`config.mk`:
```
export PLATFORM = sky130hd
export DESIGN_NAME = cache_rsp_return
export DESIGN_NICKNAME = d
export VERILOG_FILES = /design/src/rtl/cache_rsp_return.sv
export SDC_FILE = /design/constraint.sdc
export NUM_CORES = 1
export LEC_CHECK = 0
export ABC_CLOCK_PERIOD_IN_PS = 4800
export BUFFER_PORTS_ARGS = -buffer_cell sky130_fd_sc_hd__buf_2
export CORE_MARGIN = 1.5
export CORE_UTILIZATION = 40
export CTS_BUF_LIST = sky130_fd_sc_hd__clkbuf_16
export DETAILED_ROUTE_END_ITERATION = 7
export PLACE_DENSITY = 0.64
export SLEW_MARGIN = 20
export SYNTH_ARGS = -nofsm -noshare
export SYNTH_HDL_FRONTEND = slang
export SYNTH_SLANG_ARGS = --single-unit
```
`constraint.sdc`:
```
create_clock -name clk -period 4.8 [get_ports clk]
set_input_delay 0.72 -clock clk [delete_from_list [all_inputs] [get_ports clk]]
set_output_delay 0.72 -clock clk [all_outputs]
set_load 0.05 [all_outputs]
```
`src/rtl/cache_rsp_return.sv`:
```
// cache_rsp_return: return stage behind the keep-order buffer.
// Bank responses land in per-(bank, channel) FIFOs. Each channel pops the
// bank its KOB names as next-in-order into a valid/ready output register
// and acks the KOB for every response it takes.
// Optional: define CACHE_RSP_RETURN_ERR_CHK_EN to enable the sticky rsp_err
// (illegal channel id accepted, or an output stalled > 255 cycles).
module cache_rsp_return #(
  parameter int NUM_CH    = 3,
  parameter int NUM_BANK  = 4,
  parameter int DATA_W    = 32,
  parameter int RSP_DEPTH = 2,
  parameter int CH_W      = $clog2(NUM_CH),
  parameter int BK_W      = $clog2(NUM_BANK)
) (
  input  logic                     clk,
  input  logic                     rstn,
  input  logic [NUM_BANK-1:0]      bank_rsp_valid,
  output logic [NUM_BANK-1:0]      bank_rsp_ready,
  input  logic [NUM_BANK*CH_W-1:0] bank_rsp_ch_id,
  input  logic [NUM_BANK*DATA_W-1:0] bank_rsp_data,
  input  logic [NUM_CH-1:0]        rob_req,
  input  logic [NUM_CH*BK_W-1:0]   rob_bank_id,
  output logic [NUM_CH-1:0]        rob_ack,
  output logic [NUM_CH-1:0]        ch_rsp_valid,
  input  logic [NUM_CH-1:0]        ch_rsp_ready,
  output logic [NUM_CH*DATA_W-1:0] ch_rsp_data,
  output logic [NUM_CH*BK_W-1:0]   ch_rsp_bank_id,
  output logic                     rsp_err
);

  // Queue q = bank*NUM_CH + channel
  localparam int NQ    = NUM_BANK * NUM_CH;
  localparam int PTR_W = $clog2(RSP_DEPTH);
  localparam int CNT_W = PTR_W + 1;

  logic [NQ-1:0]             q_full;
  logic [NQ-1:0]             q_empty;
  logic [NQ-1:0]             q_push;
  logic [NQ-1:0]             q_pop;
  logic [NQ-1:0][DATA_W-1:0] q_head;
  logic [NUM_CH-1:0]         pop;
`ifdef CACHE_RSP_RETURN_ERR_CHK_EN
  logic [NUM_BANK-1:0]       bank_bad;
  logic [NUM_CH-1:0]         stall_ovf;
`endif

  genvar gi, gj;

  // Per-queue storage, pointers and occupancy
  for (gi = 0; gi < NQ; gi++) begin : g_q
    localparam int B = gi / NUM_CH;
    logic [DATA_W-1:0] mem [RSP_DEPTH];
    logic [PTR_W-1:0]  wr_ptr_reg;
    logic [PTR_W-1:0]  rd_ptr_reg;
    logic [CNT_W-1:0]  cnt_reg;

    // Payload array; no reset so it maps onto plain RAM
    always_ff @(posedge clk) begin
      if (q_push[gi]) mem[wr_ptr_reg] <= bank_rsp_data[B*DATA_W +: DATA_W];
    end

    // Pointers wrap naturally (power-of-two depth); push+pop keeps count
    always_ff @(posedge clk or negedge rstn) begin
      if (!rstn) begin
        wr_ptr_reg <= '0;
        rd_ptr_reg <= '0;
        cnt_reg    <= '0;
      end else begin
        if (q_push[gi]) wr_ptr_reg <= wr_ptr_reg + PTR_W'(1);
        if (q_pop[gi])  rd_ptr_reg <= rd_ptr_reg + PTR_W'(1);
        case ({q_push[gi], q_pop[gi]})
          2'b10:   cnt_reg <= cnt_reg + CNT_W'(1);
          2'b01:   cnt_reg <= cnt_reg - CNT_W'(1);
          default: cnt_reg <= cnt_reg;
        endcase
      end
    end

    assign q_full[gi]  = (cnt_reg == CNT_W'(RSP_DEPTH));
    assign q_empty[gi] = (cnt_reg == '0);
    assign q_head[gi]  = mem[rd_ptr_reg];
  end

  // Ingress per bank: route by channel id; illegal ids are always accepted
  for (gi = 0; gi < NUM_BANK; gi++) begin : g_in
    logic [CH_W-1:0]   ch_id;
    logic              rdy;
    logic [NUM_CH-1:0] push;

    assign ch_id = bank_rsp_ch_id[gi*CH_W +: CH_W];

    // Ready uses the pre-edge full flag only (no pop-through bypass)
    always_comb begin
      rdy  = 1'b1;
      push = '0;
      for (int c = 0; c < NUM_CH; c++) begin
        if (ch_id == CH_W'(c)) begin
          rdy     = ~q_full[gi*NUM_CH + c];
          push[c] = bank_rsp_valid[gi] & ~q_full[gi*NUM_CH + c];
        end
      end
    end

    assign bank_rsp_ready[gi]                = rdy;
    assign q_push[gi*NUM_CH +: NUM_CH]       = push;
`ifdef CACHE_RSP_RETURN_ERR_CHK_EN
    assign bank_bad[gi] = bank_rsp_valid[gi] & (int'(ch_id) >= NUM_CH);
`endif
  end

  // Egress per channel: pop the KOB-nominated bank into the output stage
  for (gi = 0; gi < NUM_CH; gi++) begin : g_out
    logic [BK_W-1:0]   bank_sel;
    logic              head_vld;
    logic [DATA_W-1:0] head_data;
    logic              valid_reg;
    logic [DATA_W-1:0] data_reg;
    logic [BK_W-1:0]   bank_reg;

    assign bank_sel = rob_bank_id[gi*BK_W +: BK_W];

    // Select the head of this channel's queue in the nominated bank
    always_comb begin
      head_vld  = 1'b0;
      head_data = '0;
      for (int b = 0; b < NUM_BANK; b++) begin
        if (bank_sel == BK_W'(b)) begin
          head_vld  = ~q_empty[b*NUM_CH + gi];
          head_data = q_head[b*NUM_CH + gi];
        end
      end
    end

    assign pop[gi] = rob_req[gi] & head_vld & (~valid_reg | ch_rsp_ready[gi]);

    for (gj = 0; gj < NUM_BANK; gj++) begin : g_popq
      assign q_pop[gj*NUM_CH + gi] = pop[gi] & (bank_sel == BK_W'(gj));
    end

    // Output stage: load on pop, hold while stalled, drop once accepted
    always_ff @(posedge clk or negedge rstn) begin
      if (!rstn) begin
        valid_reg <= 1'b0;
        data_reg  <= '0;
        bank_reg  <= '0;
      end else if (pop[gi]) begin
        valid_reg <= 1'b1;
        data_reg  <= head_data;
        bank_reg  <= bank_sel;
      end else if (ch_rsp_ready[gi]) begin
        valid_reg <= 1'b0;
      end
    end

    assign rob_ack[gi]                          = pop[gi];
    assign ch_rsp_valid[gi]                     = valid_reg;
    assign ch_rsp_data[gi*DATA_W +: DATA_W]     = data_reg;
    assign ch_rsp_bank_id[gi*BK_W +: BK_W]      = bank_reg;

`ifdef CACHE_RSP_RETURN_ERR_CHK_EN
    logic [7:0] stall_cnt_reg;
    logic       stalled;
    assign stalled = rob_req[gi] & valid_reg & ~ch_rsp_ready[gi];

    // Saturating count of consecutive stalled cycles
    always_ff @(posedge clk or negedge rstn) begin
      if (!rstn)                        stall_cnt_reg <= '0;
      else if (!stalled)                stall_cnt_reg <= '0;
      else if (stall_cnt_reg != 8'hFF)  stall_cnt_reg <= stall_cnt_reg + 8'd1;
    end

    assign stall_ovf[gi] = stalled & (stall_cnt_reg == 8'hFF);
`endif
  end

`ifdef CACHE_RSP_RETURN_ERR_CHK_EN
  logic err_reg;

  // Sticky error until reset
  always_ff @(posedge clk or negedge rstn) begin
    if (!rstn)                              err_reg <= 1'b0;
    else if ((|bank_bad) || (|stall_ovf))   err_reg <= 1'b1;
  end

  assign rsp_err = err_reg;
`else
  assign rsp_err = 1'b0;
`endif

endmodule

```
==> metrics <==
Synth area leader=edfxtp_1; Root Buffer=clkbuf_16; DR WL/cell=between 20 and 30 µm; core area=approximately 0.09 mm²; RSZ-0062 raised after global routing=no; Largest register FFs=about 770; Sw Ratio=0.3494; CTS tree=done; worst slew pin tran=1.067 ns; vias in the first global route=approximately 20k; post-route ant nets=0; initial antenna violation count=28; pre-CTS setup slack=1.398 ns; EDFF count, synth=around 770; Primary FF master, synth=edfxtp_1; overflow left after global routing=0; Initial Util=0.4058; clock latency on the worst-skew pair=0.63 ns; worst vdd ir=around 0.00027 V; Ports=roughly 270; Seq pwr share=0.441; CTS sink cnt=between 900 and 1k; crit-path cells=nand2b_1 > o2111ai_4 > or2_4 > inv_1 > buf_2; Mapped Nets=roughly 2.2k; postcts setup bufs=0; Overall Power=24.58 mW; die width=just over 300 µm; synthesized instance count=slightly above 2k; Die H=305.9 µm; final std cells w/o fill=between 3k and 4k; # hold bufs at CTS=0; layout cell share with drive strength beyond 1=0.4008; # H-tree levels=3; crit-path max FO=37; routed vias/inst=5.498; maximum clock frequency=0.2931 GHz; # placed instances=3,406; Fin Hold WS=0.1573 ns; GRT Overall Usage=0.2092; Clock transition at path regs=around 0.06 ns; ys async rst share=0.1661; Final GP Congestion=approximately 0.85; Initial DRC Count=around 1.9k; top post-synthesis cells by area=edfxtp_1, mux2_2, dfrtp_1; maxcap violations=0; Slew Limit Fails=0; Critical Path RT=4.08 ns; fin area=around 0.042 mm²; total of warnings raised by yosys=0; critical path launch point type=flip-flop; Cell variety after synth=40; Clk network pwr share=0.260; Post-DP Area=between 0.03 and 0.04 mm²; drt drc=0; PnR worst setup slack=1.388 ns; 1st-pass router iterations=5; WP buf/inv=2; Hold Fails Final Rpt=0; Avg Synthesized Cell Area=17.98 µm²; Tcrit/Tclk final=0.7108; internal power=between 15 and 20 mW; Hold Crit Class=in2async; crit path DAT=around 2.7 ns; most frequent cell after synthesis=edfxtp_1; row count=between 100 and 150; Leak=approximately 14 nW; CTS resizes=0; Total Routed Length=99,030 µm; Worst setup EP type=output port; Mapped Area=between 0.03 and 0.04 mm²; Layout area overhead=14.88%; first-pass GRT wire length=141,000 µm; crit-path max cell delay=0.51 ns; largest net degree at the start of global routing=154; total CTS buffers=84; number of port buffers=265; sequential fraction of the synthesis area=0.7328; Clock Path Buffers=3; Post-synth top cells=edfxtp_1, mux2_2, o22ai_1; outcome=finished, final reports clean; nets=2,487; Slew headroom=0.2867; register bit total from synthesis=about 920; NetSw=8.588 mW; family with the most delay on the worst path=simple AND/OR/NAND/NOR gates; die area=just over 0.09 mm²; hpwl dp=69,020 µm; Comb power frac=0.300; Layout Utilization=0.4662; Setup Skew=about 0.020 ns; Final TNS setup=0 ns; CP Class=reg2out; final number of setup-violating endpoints=0; Synth top area share=0.6285; power per cell area=between 500 and 600 mW/mm²; minimum clock period=roughly 3.4 ns; CP max-delay cell=o2111ai_4; Vias=between 15k and 20k
==> layout make-up <==
class / count / area (µm²)
diodes: 9 / 22.52
clock buffers: 86 / 2152
clock inverters: 72 / 460.4
fillers: 7465 / 48270
inverters: 12 / 45.04
multi-input cells: 984 / 9309
flip-flops and latches: 921 / 26890
well taps: 1176 / 1471
repair buffers: 318 / 1804
==> worst paths after layout <==
path                                         start               endpoint  slack, ns  depth (start not counted)
worst min-delay path                          rstn     g_q[11].wr_ptr_reg       0.16                          2
max in group asynchronous                     rstn  g_out[2].data_reg[18]       3.83                          2
worst min register to register   g_q[1].rd_ptr_reg      g_q[1].rd_ptr_reg       0.47                          1
worst max-delay path            g_out[0].valid_reg             rob_ack[0]       1.39                          5
worst max register to register   g_q[7].cnt_reg[0]   g_out[1].bank_reg[0]       1.82                          5
min in group clk                 bank_rsp_data[96]      g_q[10].mem[0][0]       0.33                          1
==> layer usage <==
metal | global-route usage | share of wire | up-vias
li1 | - | - | 8575
met1 | 0.2863 | 0.42 | 10284
met2 | 0.3383 | 0.48 | 639
met3 | 0.04431 | 0.077 | 139
met4 | 0.05785 | 0.023 | 34
met5 | 0 | 0.0020 | -
==> cells by family after synthesis <==
group / share of synthesized area
AOI/OAI and AO/OA: 0.07951
xor gates and xnor gates: 0.01432
adders and majority gates: 0.004091
buffers and inverters: 0.01872
DFF: 0.7328
muxes: 0.1303
other: 0.0001022
and+or+nand+nor: 0.02015
==> worst register-to-register path, stage by stage, from the launching register on <==
cell and delay, ns:
dfrtp_1 0.43, or2_2 0.33, o2111ai_4 0.77, or2_4 0.26
buf_4 0.65, mux2_2 0.41
==> cell usage in the layout, fill, tap and decap left out, types with 10 or more instances in the layout <==
cell type    n
edfxtp_1   768
nand2_1     10
o31ai_4     56
xor2_1      24
buf_4       47
mux2_2     421
clkbuf_16   86
buf_2      264
o22ai_1    192
inv_1       33
nand2b_1    19
ha_1        12
nor2_1      56
nor2_4      20
dfrtp_1    152
o21ai_0     75
clkinv_1    13
clkinv_2    15
xnor2_1     36
==> power groups by stage <==
stage	combinational, mW	sequential (mW)	clock [mW]
floorplan	4.06	11.9	0
global placement	7.24	10.9	0
detailed placement	7.36	11.0	0
CTS	7.39	10.8	6.48
global route	7.72	10.9	6.77
finish	7.37	10.8	6.38
(Power assumes the default switching activity.)
